### src/rtl/pll_clk_mon.sv
// PLL output-clock monitor: counts synchronized mon_in rises over a gate window of clk,
// range-checks each count and asserts locked after LOCK_WINDOWS good windows in a row.
// Optional stall detector enabled by defining PLL_CLK_MON_STUCK_EN.
module pll_clk_mon #(
    parameter int GATE_CYCLES  = 24000,
    parameter int CNT_W        = 16,
    parameter int EXP_MIN      = 9900,
    parameter int EXP_MAX      = 10100,
    parameter int LOCK_WINDOWS = 4,
    parameter int STUCK_CYCLES = 64
) (
    input  logic             clk,
    input  logic             rst_n,
    input  logic             en,
    input  logic             mon_in,
    output logic [CNT_W-1:0] freq_cnt,
    output logic             meas_valid,
    output logic             in_range,
    output logic             locked,
    output logic             stuck
);

    localparam int GATE_W = $clog2(GATE_CYCLES);
    localparam int LOCK_W = $clog2(LOCK_WINDOWS + 1);
    localparam logic [GATE_W-1:0] GATE_LAST = GATE_W'(GATE_CYCLES - 1);
    localparam logic [CNT_W-1:0]  CNT_MIN   = CNT_W'(EXP_MIN);
    localparam logic [CNT_W-1:0]  CNT_MAX   = CNT_W'(EXP_MAX);
    localparam logic [LOCK_W-1:0] LOCK_FULL = LOCK_W'(LOCK_WINDOWS);

    if (GATE_CYCLES < 2 || LOCK_WINDOWS < 1 || STUCK_CYCLES < 1) begin : g_bad_param
        $error("pll_clk_mon: parameter out of range");
    end

    typedef enum logic [1:0] {IDLE, MEASURE, REPORT} state_t;

    state_t            state;
    logic              sync1, sync2, sync_prev;
    logic [GATE_W-1:0] gate_cnt;
    logic [CNT_W-1:0]  edge_cnt;
    logic [LOCK_W-1:0] lock_cnt;

    logic              mon_rise;
    logic [CNT_W-1:0]  edge_nxt;
    logic [LOCK_W-1:0] lock_nxt;
    logic              win_ok;

    assign mon_rise = sync2 & ~sync_prev;
    // Edge counter saturates instead of wrapping so a runaway clock still reads out of range.
    assign edge_nxt = (mon_rise && edge_cnt != '1) ? edge_cnt + CNT_W'(1) : edge_cnt;
    assign lock_nxt = (lock_cnt == LOCK_FULL) ? lock_cnt : lock_cnt + LOCK_W'(1);
    assign win_ok   = (edge_nxt >= CNT_MIN) && (edge_nxt <= CNT_MAX);

    always_ff @(posedge clk or negedge rst_n) begin
        if (!rst_n) begin
            sync1     <= 1'b0;
            sync2     <= 1'b0;
            sync_prev <= 1'b0;
        end else begin
            sync1     <= mon_in;
            sync2     <= sync1;
            sync_prev <= sync2;
        end
    end

`ifdef PLL_CLK_MON_STUCK_EN
    localparam int STALL_W = $clog2(STUCK_CYCLES + 1);
    localparam logic [STALL_W-1:0] STALL_FULL = STALL_W'(STUCK_CYCLES);
    logic [STALL_W-1:0] stall_cnt;
    logic               stall_hit;
    assign stall_hit = en && (state != IDLE) && !mon_rise && (stall_cnt >= STALL_FULL - STALL_W'(1));
`else
    assign stuck = 1'b0;
`endif

    always_ff @(posedge clk or negedge rst_n) begin
        if (!rst_n) begin
            state      <= IDLE;
            gate_cnt   <= '0;
            edge_cnt   <= '0;
            lock_cnt   <= '0;
            freq_cnt   <= '0;
            meas_valid <= 1'b0;
            in_range   <= 1'b0;
            locked     <= 1'b0;
`ifdef PLL_CLK_MON_STUCK_EN
            stall_cnt  <= '0;
            stuck      <= 1'b0;
`endif
        end else begin
            meas_valid <= 1'b0;
            case (state)
                IDLE: begin
                    gate_cnt <= '0;
                    edge_cnt <= '0;
                    lock_cnt <= '0;
                    locked   <= 1'b0;
                    in_range <= 1'b0;
                    if (en) state <= MEASURE;
                end
                MEASURE, REPORT: begin
                    if (!en) begin
                        state    <= IDLE;
                        gate_cnt <= '0;
                        edge_cnt <= '0;
                        lock_cnt <= '0;
                        locked   <= 1'b0;
                        in_range <= 1'b0;
                    end else if (state == MEASURE && gate_cnt == GATE_LAST) begin
                        state      <= REPORT;
                        gate_cnt   <= '0;
                        edge_cnt   <= '0;
                        freq_cnt   <= edge_nxt;
                        meas_valid <= 1'b1;
                        in_range   <= win_ok;
                        if (win_ok) begin
                            lock_cnt <= lock_nxt;
                            locked   <= (lock_nxt == LOCK_FULL);
                        end else begin
                            lock_cnt <= '0;
                            locked   <= 1'b0;
                        end
                    end else begin
                        // REPORT doubles as cycle 0 of the next window.
                        state    <= MEASURE;
                        gate_cnt <= gate_cnt + GATE_W'(1);
                        edge_cnt <= edge_nxt;
                    end
                end
                default: state <= IDLE;
            endcase
`ifdef PLL_CLK_MON_STUCK_EN
            if (state == IDLE || !en) begin
                stall_cnt <= '0;
                stuck     <= 1'b0;
            end else if (mon_rise) begin
                stall_cnt <= '0;
                stuck     <= 1'b0;
            end else if (stall_cnt != STALL_FULL) begin
                stall_cnt <= stall_cnt + STALL_W'(1);
                if (stall_cnt == STALL_FULL - STALL_W'(1)) stuck <= 1'b1;
            end
            // A stall drops lock immediately, overriding any window result.
            if (stall_hit) begin
                lock_cnt <= '0;
                locked   <= 1'b0;
            end
`endif
        end
    end

endmodule

### config.mk
export PLATFORM = sky130hd
export DESIGN_NAME = pll_clk_mon
export DESIGN_NICKNAME = d
export VERILOG_FILES = /design/src/rtl/pll_clk_mon.sv
export SDC_FILE = /design/constraint.sdc
export NUM_CORES = 1
export LEC_CHECK = 0
export CORE_MARGIN = 10
export CORE_UTILIZATION = 50
export CTS_CLUSTER_DIAMETER = 120
export DETAILED_ROUTE_END_ITERATION = 12
export PLACE_DENSITY_LB_ADDON = 0.25
export SYNTH_ARGS = -nofsm -noshare
export SYNTH_HDL_FRONTEND = slang
export SYNTH_SLANG_ARGS = --single-unit
### constraint.sdc
create_clock -name clk -period 3.84 [get_ports clk]
set_clock_uncertainty 0.2 [all_clocks]
set_input_delay 0.384 -clock clk [delete_from_list [all_inputs] [get_ports clk]]
set_output_delay 0.384 -clock clk [all_outputs]
set_load 0.1 [all_outputs]
==> results of run 1 <==
## cell type report
type                    instances  area (um^2)
fillers                       591         2836
multi-input cells             299         1883
flip-flops and latches         58         1451
repair buffers                 28        262.8
clock buffers                  12        145.1
well taps                      80        100.1
clock inverters                 3        40.04
inverters                      10        37.54
## flip-flops by register name, indices dropped and copies added (netlist names)
register    cells
state           2
in_range        1
sync1           1
sync_prev       1
edge_cnt       16
lock_cnt        3
locked          1
meas_valid      1
sync2           1
freq_cnt       16
gate_cnt       15
## cell usage after synthesis, types with 3 or more instances
library cell / instances
clkbuf_1: 7
nand2_1: 60
nor4_1: 5
buf_2: 7
or2_2: 4
and3_1: 6
nand4_1: 11
o21ai_1: 4
ha_1: 7
nand3_1: 11
and4_1: 4
or4_1: 3
nor2b_1: 3
dfrtp_1: 58
nor3_1: 7
buf_4: 3
xnor2_1: 4
nor2_1: 30
o21ai_0: 38
a22o_1: 5
o31ai_1: 6
a31oi_1: 3
a21oi_1: 13
nand3b_1: 4
inv_1: 10
or3_1: 8
xor2_1: 9
o311ai_0: 3
## through the flow
stage               instances  instance area [um^2]
detailed placement        474                  3725
global placement          474                  3725
floorplan                 384                  3456
finish                    490                  3920
global route              490                  3920
CTS                       490                  3920
## logic make-up after synthesis
group / count (synthesis) / share of synthesized area, %
xor gates and xnor gates: 13 / 3.295
other: 1 / 0.1085
buffers and inverters: 27 / 3.512
muxes: 3 / 0.9413
adders and majority gates: 7 / 2.534
DFF: 58 / 42.00
AOI/OAI and AO/OA: 97 / 19.77
and+or+nand+nor: 178 / 27.84
## worst paths after layout
path                              from          end  slack, ps  cells after the start
max                        edge_cnt[0]  lock_cnt[2]        800                      8
min                              sync1        sync2        150                      0
max reg2reg                edge_cnt[0]  lock_cnt[2]        800                      8
min reg2reg                      sync1        sync2        150                      0
max in group asynchronous        rst_n  edge_cnt[9]       2200                      3
min in group asynchronous        rst_n  freq_cnt[4]        400                      2
## critical path, cell delays in order, from the launching register on
cell and delay, ps:
dfrtp_1 490, ha_1 240, and3_1 260, and4_1 430, o22ai_2 170, or3_4 360, a2111oi_4 400, o311ai_0 200
a2bb2oi_1 200
## power by group through the flow
stage                     Clock [mW]  Sequential, mW  Combinational, mW
final                          0.549           0.639              0.172
after floorplan                    0           0.645              0.108
after detailed placement           0           0.650              0.171
after global routing           0.586           0.641              0.196
after CTS                      0.557           0.639              0.172
after global placement             0           0.649              0.167
## metal layers
layer / global-route usage [%] / wire length [um] / vias up
met4: 7.487 / 241 / 0
li1: - / - / 1450
met5: 0 / 0 / -
met3: 4.290 / 659 / 26
met2: 26.43 / 3704 / 121
met1: 22.06 / 3930 / 1408
## timing repair
| action | CTS | global route |
|---|---|---|
| buffers inserted | 0 | 0 |
| hold endpoints to repair | 28 | 0 |
| resized for setup | 0 | 0 |
| hold buffers | 1 | 0 |
==> impl_results.md, run 1 <==
* Area contributors post-synth: dfrtp_1 42%, nand2_1 6.5%, o21ai_0 5.5%, nor2_1 3.3%, ha_1 2.5%
* Yosys top cell by area: dfrtp_1
* H-Tree Depth at 3
* Startpoint Class: register
* Fin. Hold Viols at 0
* LEAKAGE at 1.563 nW
* IR drop worst, VDD at 0.1740 mV
* Comb power frac at 12.6%
* Port bufs at 22
* Most common flop cell mapped by yosys: dfrtp_1
* Floorplan Core Area at 6756 um^2
* Number of global-route vias before repair at approximately 3000
* Most frequent cells in the layout: 60 x nand2_1, 58 x dfrtp_1, 38 x o21ai_0
* Routed len/inst at 17.42 um
* Setup TNS at 0 ps
* FP Rows at 30
* Clk sinks at 58
* Max-cap violation count at 0
* Synth warn at 0
* Post-Syn Area per Cell at 9.000 um^2
* Die Wd at 103.1 um
* Die area at 10640 um^2
* # diodes at 0
* CP Class: register to register
* Switching power at ~0.37 mW
* GRT Overall Usage at 17.08%
* Min cycle time layout at 3036 ps
* RSZ-0062 raised after global routing: false
* Sequential share of power at 47.0%
* Dpl ws at 828.4 ps
* Final Worst Setup Slack at 803.8 ps
* Clock tree buffer depth at 2
* Starting DRT DRC Count at around 240
* Die height at just over 100 um
* Slew HR at between 30% and 40%
* Antenna Violating Nets Remaining at 0
* Vias per inst at roughly 6
* Antenna violations before repair at 0
* Final period utilization at 79.07%
* Sw Ratio at 27.28%
* Cell Area, Synth at 3456 um^2
* Unique cell type count in the Yosys netlist at 67
* Global-route wire length before repair at 14370 um
* Post-synthesis cell count at 384
* Detailed placement HPWL at 6113 um
* Largest net degree at the start of global routing at 31
* Routed wire length at 8536 um
* Clock insertion delay at the later pin of the skew report at 340 ps
* Fin nets at 417
* Sequential fraction of the synthesis area at a little over two fifths
* Worst Max-Slew Pin Slew at 988.9 ps
* Drt first pass iters at 6
* Clock power share at 40.4%
* Worst-path clk slew at 60 ps
* Most common cell after layout, fill and taps aside: nand2_1
* I/O pin count at 24
* Area Growth Syn to Fin at 13.43%
* Remaining global-route overflow at 0
* Power Dens Cells at ~350 nW/um^2
* Fmax at 329.4 MHz
* Number of enable flip-flop cells after synthesis at 0
* Root Buffer: clkbuf_8
* Arr. time, crit path at between 3000 and 4000 ps
* DRC at 0
* Maximum fanout along the worst path at 9
* Worst path required time at 3890 ps
* CTS tree: built
* Fin. max-slew vios at 0
* Ys async rst share at 100.0%
* Pwr Total at 1.360 mW
* Run status: complete, no violations
* Min Hold Slack at 152.3 ps
* Pint at 0.9894 mW
* Synthesized Nets at 395
* Final Util at 58.02%
* Number of buffers created by CTS at 9
* Worst min path class: register to register
* Yosys reg bits at 58
* Post-synth top area share at 42.00%
* Layout cells sized above 1 at 10.00%
* Critical Path End Type: register
* Initial Utilization at 51.15%
* Vias after detailed routing at 3005
* Setup violators final at 0
* GP Congestion at 0.9628
Note: power is estimated with default switching activity, not from simulation.
==> run 2: changes to the inputs <==
Clock period 3.84 ns to 2.7 ns, I/O delays scaled along.
==> run 2 against run 1 <==
Clock power is 66% higher; first-iteration DRC count fell by 44%; critical path depth is 1 lower; sequential share of layout area fell by 2.9 points; die area did not move; global-route usage grew 1.3 points; setup slack lost 790 ps; core utilization up 5.2 points; largest cell class unchanged; highest routed layer unchanged.
==> impl_results.md, run 2 (synthesized netlist as in run 1, its figures left out) <==
* Worst-path clk slew at 70 ps (was 60 ps)
* Startpoint Class: register (unchanged)
* Vias after detailed routing at 3140 (was 3005)
* # fillers at 580 (was 591)
* H-Tree Depth at 3 (unchanged)
* Run status: complete, no violations (unchanged)
* Starting DRT DRC Count at 136 (was 244)
* Routed len/inst at 17.32 um (was 17.42 um)
* Antenna Violating Nets Remaining at 0 (unchanged)
* Clk sinks at 58 (unchanged)
* DRC at 0 (unchanged)
* Global-route wire length before repair at 15280 um (was 14370 um)
* Remaining global-route overflow at 0 (unchanged)
* Worst path required time at 2720 ps (was 3890 ps)
* Detailed placement HPWL at 6770 um (was 6113 um)
* Fin. max-slew vios at 0 (unchanged)
* R2R Setup Slk at 10 ps (was 800 ps)
* Die area at 10640 um^2 (unchanged)
* Largest net degree at the start of global routing at 32 (was 31)
* Antenna violations before repair at 0 (unchanged)
* Fin. Hold Viols at 0 (unchanged)
* Routed wire length at 9147 um (was 8536 um)
* Area Growth Syn to Fin at 23.68% (was 13.43%)
* Power Dens Cells at 490.8 nW/um^2 (was 347.1 nW/um^2)
* Vias per inst at 5.947 (was 6.133)
* Storage element area at 1459 um^2 (was 1451 um^2)
* Setup violators final at 0 (unchanged)
* Clock insertion delay at the later pin of the skew report at 360 ps (was 340 ps)
* Floorplan Core Area at 6756 um^2 (unchanged)
* Largest registers: edge_cnt: 16 flops, freq_cnt: 16 flops, gate_cnt: 15 flops (unchanged)
* Fin nets at 454 (was 417)
* Min cycle time layout at 2690 ps (was 3036 ps)
* Worst min path class: register to register (unchanged)
* Root Buffer: clkbuf_8 (unchanged)
* Most frequent cells in the layout: 60 x nand2_1, 59 x buf_4, 52 x dfrtp_1 (was 60 x nand2_1, 58 x dfrtp_1, 38 x o21ai_0)
* Die height at 103.1 um (unchanged)
* Worst Hold Depth at 0 (unchanged)
* Maximum fanout along the worst path at 5 (was 9)
* Final period utilization at 99.63% (was 79.07%)
* Fmax at 371.8 MHz (was 329.4 MHz)
* GRT Overall Usage at 18.36% (was 17.08%)
* I/O pin count at 24 (unchanged)
* Initial Utilization at 51.15% (unchanged)
* Die Wd at 103.1 um (unchanged)
* Drt first pass iters at 6 (unchanged)
* LEAKAGE at 1.822 nW (was 1.563 nW)
* RSZ-0062 raised after global routing: true (was false)
* Max-cap violation count at 0 (unchanged)
* Port bufs at 22 (unchanged)
* Arr. time, crit path at 2710 ps (was 3090 ps)
* Critical Path End Type: register (unchanged)
* Slew HR at 56.81% (was 33.87%)
* # diodes at 0 (unchanged)
* Layout cells sized above 1 at 26.34% (was 10.00%)
* CP Class: register to register (unchanged)
* Final Util at 63.26% (was 58.02%)
* Multi-input gate area at 1941 um^2 (was 1883 um^2)
* FP Rows at 30 (unchanged)
* Worst r2r path cells at 7 (was 8)
* Number of buffers created by CTS at 9 (unchanged)
* Worst Max-Slew Pin Slew at 647.9 ps (was 988.9 ps)
* Most common cell after layout, fill and taps aside: nand2_1 (unchanged)
* IR drop worst, VDD at 0.2877 mV (was 0.1740 mV)
* Number of global-route vias before repair at 3085 (was 2932)
* CTS tree: built (unchanged)
* GP Congestion at 0.9827 (was 0.9628)
* Clock tree buffer depth at 2 (unchanged)
* Pwr Total at 2.098 mW (was 1.360 mW)
* Setup TNS at 0 ps (unchanged)
* Post-CTS setup buffers at 0 (unchanged)
run 2: final timing paths:
| kind | to | from |
|---|---|---|
| setup / recovery | lock_cnt[0] | edge_cnt[6] |
| hold / removal | sync2 | sync1 |
| setup reg to reg | lock_cnt[0] | edge_cnt[6] |
| hold reg to reg | sync2 | sync1 |
| max in group asynchronous | edge_cnt[15] | rst_n |
| min in group asynchronous | edge_cnt[6] | rst_n |
run 2: per-stage QoR:
| step | setup slack [ps] | instances | cell area, um^2 | hold slack [ps] |
|---|---|---|---|---|
| CTS | 1.256 | 528 | 4218 | 156.1 |
| detailed placement | -26.79 | 511 | 3980 | 132.3 |
| global route | -85.30 | 528 | 4274 | 166.9 |
| floorplan | 49.13 | 384 | 3456 | -225.6 |
| finish | 10.12 | 528 | 4274 | 153.6 |
| global placement | -61.42 | 511 | 3980 | 131.9 |
run 2: per-layer routing:
metal  GRT usage (%)  share of wire, %  vias up
li1                -                 -     1531
met1           24.90                48     1480
met2           27.40                44      110
met3           3.552               6.1       19
met4           8.770               2.4        0
met5               0                 0        -
run 2: cell type report:
class                      instances  share of cell area, %
clock buffer                      11                  3.308
clock inverter                     5                  1.815
inverter                          10                 0.8782
multi-input combinational        299                  45.40
sequential                        58                  34.13
tap                               80                  2.342
timing repair buffer              65                  12.12
run 2: what timing repair did:
item	in CTS	in global routing
resized for setup	4	23
hold endpoints to repair	27	0
hold buffers	1	0
endpoints found under the setup margin	4	11
pin swaps	3	4
run 2: worst max-delay path: stages (launching register included):
cell and delay, ps:
dfrtp_1 450, nand4_4 160, or4_1 580, or3_1 360, o2111ai_1 140, o31ai_2 160, o311ai_0 390, nand3_1 120
run 2: power by group:
group | internal [mW] | switching (mW) | total, mW
registers | 0.887 | 0.0197 | 0.907
logic | 0.0983 | 0.179 | 0.277
clock network | 0.542 | 0.372 | 0.914
total | 1.53 | 0.571 | 2.10
